### src/rtl/fetch_unit.sv
// fetch_unit -- instruction fetch stage feeding the decoder.
//
// Drives the program counter to a synchronous instruction memory (data returns
// one cycle after its address), and presents each returned word together with
// its PC and redirect tag. A taken jump bumps the tag so downstream stages can
// drop wrong-path words. A downstream hold is absorbed by a one-entry skid
// register holding the word that was in flight when the hold arrived.
//
// Ports:
//   clk                  pipeline clock
//   reset                asynchronous, active-low reset
//   hold                 downstream stall; outputs frozen while 1
//   jump / jump_target   taken redirect from execute (target bits [1:0] ignored)
//   instruction_address  address to instruction memory (the pc register)
//   instruction_in       memory read data for the previous cycle's address
//   instruction/NPC/tag_out/valid  fetched word, its address, its tag, qualifier
//
// Optional build macro FETCH_COUNTERS_EN adds fetch_count / bubble_count.

module fetch_unit #(
    parameter logic [31:0] START_ADDR = 32'h0000_0000
) (
    input  logic        clk,
    input  logic        reset,
    input  logic        hold,
    input  logic        jump,
    input  logic [31:0] jump_target,
    output logic [31:0] instruction_address,
    input  logic [31:0] instruction_in,
    output logic [31:0] instruction,
    output logic [31:0] NPC,
    output logic [3:0]  tag_out,
    output logic        valid
`ifdef FETCH_COUNTERS_EN
    ,
    output logic [31:0] fetch_count,
    output logic [31:0] bubble_count
`endif
);

    // EMPTY: nothing valid in flight; RUN: word in flight on instruction_in;
    // STALL: the in-flight word has been parked in skid.
    typedef enum logic [1:0] {EMPTY, RUN, STALL} state_t;

    state_t      state, state_nxt;
    logic [31:0] pc, f_pc, skid;
    logic [3:0]  tag, f_tag;
    logic        load_word, load_bubble, cap_skid, use_skid;

    assign instruction_address = pc;

    always_ff @(posedge clk or negedge reset) begin
        if (!reset) state <= EMPTY;
        else        state <= state_nxt;
    end

    // Priority: jump > hold > advance.
    always_comb begin
        state_nxt   = state;
        load_word   = 1'b0;
        load_bubble = 1'b0;
        cap_skid    = 1'b0;
        use_skid    = 1'b0;
        if (jump) begin
            state_nxt   = EMPTY;
            load_bubble = 1'b1;
        end else if (hold) begin
            // Only RUN has a live word on instruction_in that would be lost.
            if (state == RUN) begin
                state_nxt = STALL;
                cap_skid  = 1'b1;
            end
        end else begin
            state_nxt = RUN;
            case (state)
                RUN:     load_word = 1'b1;
                STALL: begin
                    load_word = 1'b1;
                    use_skid  = 1'b1;
                end
                default: load_bubble = 1'b1;
            endcase
        end
    end

    always_ff @(posedge clk or negedge reset) begin
        if (!reset) begin
            pc          <= START_ADDR;
            tag         <= 4'd0;
            f_pc        <= 32'd0;
            f_tag       <= 4'd0;
            skid        <= 32'd0;
            instruction <= 32'd0;
            NPC         <= 32'd0;
            tag_out     <= 4'd0;
            valid       <= 1'b0;
        end else begin
            if (jump) begin
                pc  <= {jump_target[31:2], 2'b00};
                tag <= tag + 4'd1;
            end else if (!hold) begin
                // While held, pc stays put so memory keeps re-reading the word
                // that follows the skid word.
                pc    <= pc + 32'd4;
                f_pc  <= pc;
                f_tag <= tag;
            end
            if (cap_skid) skid <= instruction_in;
            if (load_word) begin
                instruction <= use_skid ? skid : instruction_in;
                NPC         <= f_pc;
                tag_out     <= f_tag;
                valid       <= 1'b1;
            end else if (load_bubble) begin
                valid <= 1'b0;
            end
        end
    end

`ifdef FETCH_COUNTERS_EN
    // A jump under hold clears valid but is not counted as a bubble.
    always_ff @(posedge clk or negedge reset) begin
        if (!reset) begin
            fetch_count  <= 32'd0;
            bubble_count <= 32'd0;
        end else begin
            if (load_word)              fetch_count  <= fetch_count + 32'd1;
            if (load_bubble && !hold)   bubble_count <= bubble_count + 32'd1;
        end
    end
`endif

endmodule

### config.mk
export PLATFORM = sky130hd
export DESIGN_NAME = fetch_unit
export DESIGN_NICKNAME = d
export VERILOG_FILES = /design/src/rtl/fetch_unit.sv
export SDC_FILE = /design/constraint.sdc
export NUM_CORES = 1
export LEC_CHECK = 0
export CAP_MARGIN = 30
export CELL_PAD_IN_SITES_DETAIL_PLACEMENT = 1
export CELL_PAD_IN_SITES_GLOBAL_PLACEMENT = 2
export CORE_MARGIN = 5
export CORE_UTILIZATION = 30
export DETAILED_ROUTE_END_ITERATION = 12
export PLACE_DENSITY_LB_ADDON = 0.1
export SLEW_MARGIN = 20
export SYNTH_ARGS = -nofsm -noshare
export SYNTH_HDL_FRONTEND = slang
export SYNTH_SLANG_ARGS = --single-unit
### constraint.sdc
create_clock -name clk -period 1.7 [get_ports clk]
set_input_delay 0.255 -clock clk [delete_from_list [all_inputs] [get_ports clk]]
set_output_delay 0.255 -clock clk [all_outputs]
set_load 0.01 [all_outputs]
==> flow_summary.yaml <==
sta:
  final_max_slew_viol_count: 0
  min_period_ns: 1.725
  fin_ws_ns: -0.02459
  setup-violations-final: 2
  fin_worst_skew_ns: 0.006992
  finalHoldViolCount: 0
  fin_crit_sh_pct: 101.4
  clock.fmax_mhz: 579.8
  rsz0062_at_grt: "true"
placed_design:
  place.gp.congestion: 0.8122
  io_buffers: 162
  dp_hpwl_um: 14920
  pre_cts_ws_ns: -0.5099
critical_path:
  r2r_end: "instruction_address[29]$_DFFE_PN0N_"
  setup.worst_path.end: "instruction_address[29]$_DFFE_PN0N_"
  arrival_ns: 2.07
  path_max_fanout: 3
  reg2reg_depth: 4
  start_kind: "flop"
  required_ns: 2.05
  crit_type: "reg -> reg"
  r2r_setup_slack_ns: -0.02
  worstSetupEndpointType: "flop"
  reg2reg_from: "instruction_address[25]$_DFFE_PN0N_"
  startpoint: "instruction_address[25]$_DFFE_PN0N_"
pwr:
  powerDensity_nw_per_um2: 1203
  ir_drop_mv: 0.5628
  total_leakage_power_uw: 0.004544
  finalPower_uw: 13120
clock_network:
  htreeDepth: 4
  cts_root_buffer: "clkbuf_16"
  cts_tree: "built"
  clk_pin_slew_worst_paths_ns: 0.07
  clk_latency_ns: 0.43
  cts_buffers: 17
  ctsLongestPathBuffers: 2
  clock-sinks: 169
global_route:
  grt_pass1_wl_um: 33820
  grt_util_all_layers_pct: 15.11
  grt_max_degree: 63
  antenna_found_initial: 0
  grt-ovfl-total: 0
  grt_pass1_vias: 6082
floorplanning:
  core-area_um2: 24180
  start_util_pct: 30.31
  core.rowCount: 57
  dieArea_um2: 27650
  fp.dieH_um: 166.3
  num_io_pins: 169
  dieWidth_um: 166.3
synthesis:
  synth_cell_types: 48
  postSynthAreaPerCell_um2: 12.40
  ys_warn_count: 0
  synth_seq_cells: 169
  yosysSeqAreaShare_pct: 57.71
  syn_area_um2: 7328
  synth_edf_count: 0
  async_flop_share_pct: 100.0
  syn_inst: 591
  ys.flop_type: "dfrtp_1"
cells_and_area:
  area_growth_syn_to_layout_pct: 48.71
  diodes: 0
  fin_util_pct: 45.08
  nets: 899
  seq_area_um2: 4239
  fillers: 2549
  drive_gt1_share_pct: 31.19
  multi_input_area_um2: 3100
drt:
  wl_per_cell_um: 18.79
  drc_errors: 0
  via_per_inst: 4.819
  vias: 5609
  met3_length_um: 1026
  wl_met2_um: 10930
  wl_um: 21870
  drt_iter0_drc: 264
  top_layer: "met4"
  drt_first_pass_iters: 4
  ant_nets: 0
  wl_met1_um: 9568
run_status:
  status: "complete, but fails checks"
  violations: "setup timing"
hold_path:
  hold_path.class: "in -> async"
job:
  max_cap_viol_count: 0
area by class of cell:
| class | count | share of cell area (%) |
|---|---|---|
| well taps | 324 | 3.720 |
| multi-input cells | 379 | 28.45 |
| clock inverters | 13 | 1.240 |
| inverters | 5 | 0.1722 |
| repair buffers | 255 | 23.46 |
| clock buffers | 19 | 4.064 |
| flip-flops and latches | 169 | 38.90 |
sequential cells by signal, summed over array words and instances, names as in the netlist:
| name | count |
|---|---|
| f_pc | 30 |
| valid | 1 |
| state | 2 |
| instruction_address | 30 |
| NPC | 30 |
| tag | 4 |
| instruction | 32 |
| tag_out | 4 |
| skid | 32 |
| f_tag | 4 |
how the worst min path moves through the flow:
stage                     start                         end  slack (ns)  cells after the start
after detailed placement  reset  instruction[6]$_DFFE_PN0P_        0.08                      1
after CTS                 reset  instruction[6]$_DFFE_PN0P_        0.19                      2
final                     reset  instruction[6]$_DFFE_PN0P_        0.21                      2
after global placement    reset  instruction[6]$_DFFE_PN0P_        0.08                      1
after floorplan           reset         NPC[10]$_DFFE_PN0P_       -0.04                      0
after global routing      reset  instruction[6]$_DFFE_PN0P_        0.21                      2
layer usage:
layer  GRT usage (%)  up-vias
li1                -     2595
met4           4.909        0
met3           4.023       20
met5               0        -
met1           18.93     2866
met2           25.50      128
power breakdown:
part	total, uW	internal [uW]	leakage, uW	switching [uW]
Clock	3840	2110	0.000283	1740
Combinational	3620	2230	0.00228	1390
Sequential	5660	5060	0.00198	597
worst max-delay path, stage by stage (launching register included):
cell and delay, ns:
dfrtp_1 0.41, and3_4 0.20, or4b_4 0.46, or4_4 0.42
a31oi_1 0.16
cells by family after synthesis:
family | share of synthesized area, %
flip-flops | 57.71
AND/OR/NAND/NOR | 10.16
multiplexers | 20.03
AO/OA/AOI/OAI | 6.727
buffers and inverters | 2.851
XOR/XNOR | 1.793
adder cells (fa/ha/maj) | 0.6830
other | 0.05117
timing repair:
item / CTS / global route
cloned: 0 / 7
pin swaps: 2 / 9
buffers inserted: 2 / 12
setup endpoints to repair: 39 / 79
hold endpoints to repair: 169 / 0
hold buffers: 1 / 0
resized for setup: 38 / 41
placed cells by master, fill, tap and decap left out, drive strengths merged, types with 6 or more instances in the layout:
cell             n
buf             88
dfrtp          169
nand2           24
mux2           101
a31oi            9
o311ai           8
and2             6
nand4           12
and3             8
a21oi           34
clkdlybuf4s50  131
xor2             9
xnor2            6
mux2i           33
clkbuf          25
o21ai           15
nor2            47
nand3           14
inv             12
or4              7
dlygate4sd2     29
o31ai            9
stage by stage:
step	cells	hold WS (ns)	setup TNS (ns)	cell area [um^2]
4_1_cts	1145	0.1941	-0.04367	10470
6_report	1164	0.2146	-0.03983	10900
3_5_place_dp	1110	0.08393	-22.75	9878
2_1_floorplan	594	-0.04059	-0.001188	7357
3_3_place_gp	1110	0.08451	-15.73	9878
5_1_grt	1164	0.2076	-0.7226	10900
synthesized netlist by cell type, types with 4 or more instances:
cell type | instances | area, um^2
mux2i_1 | 33 | 330.3
ha_1 | 4 | 50.05
buf_2 | 14 | 70.07
o21ai_0 | 15 | 75.07
or4_1 | 7 | 52.55
clkbuf_1 | 17 | 63.81
dfrtp_1 | 169 | 4229
mux2_1 | 9 | 101.4
o31ai_1 | 9 | 67.56
xor2_1 | 9 | 78.83
nor2_1 | 47 | 176.4
inv_1 | 5 | 18.77
or2_2 | 4 | 25.02
a31oi_1 | 9 | 56.30
mux2_2 | 92 | 1036
and3_1 | 7 | 43.79
nand4_1 | 11 | 68.82
nor2b_1 | 4 | 25.02
nand3_1 | 11 | 55.05
buf_1 | 5 | 18.77
and2_1 | 5 | 31.28
nand2_1 | 24 | 90.09
xnor2_1 | 6 | 52.55
a21oi_1 | 34 | 170.2
o311ai_1 | 5 | 43.79
buf_4 | 5 | 37.54
No activity file was read; power rests on OpenSTA's default activity.
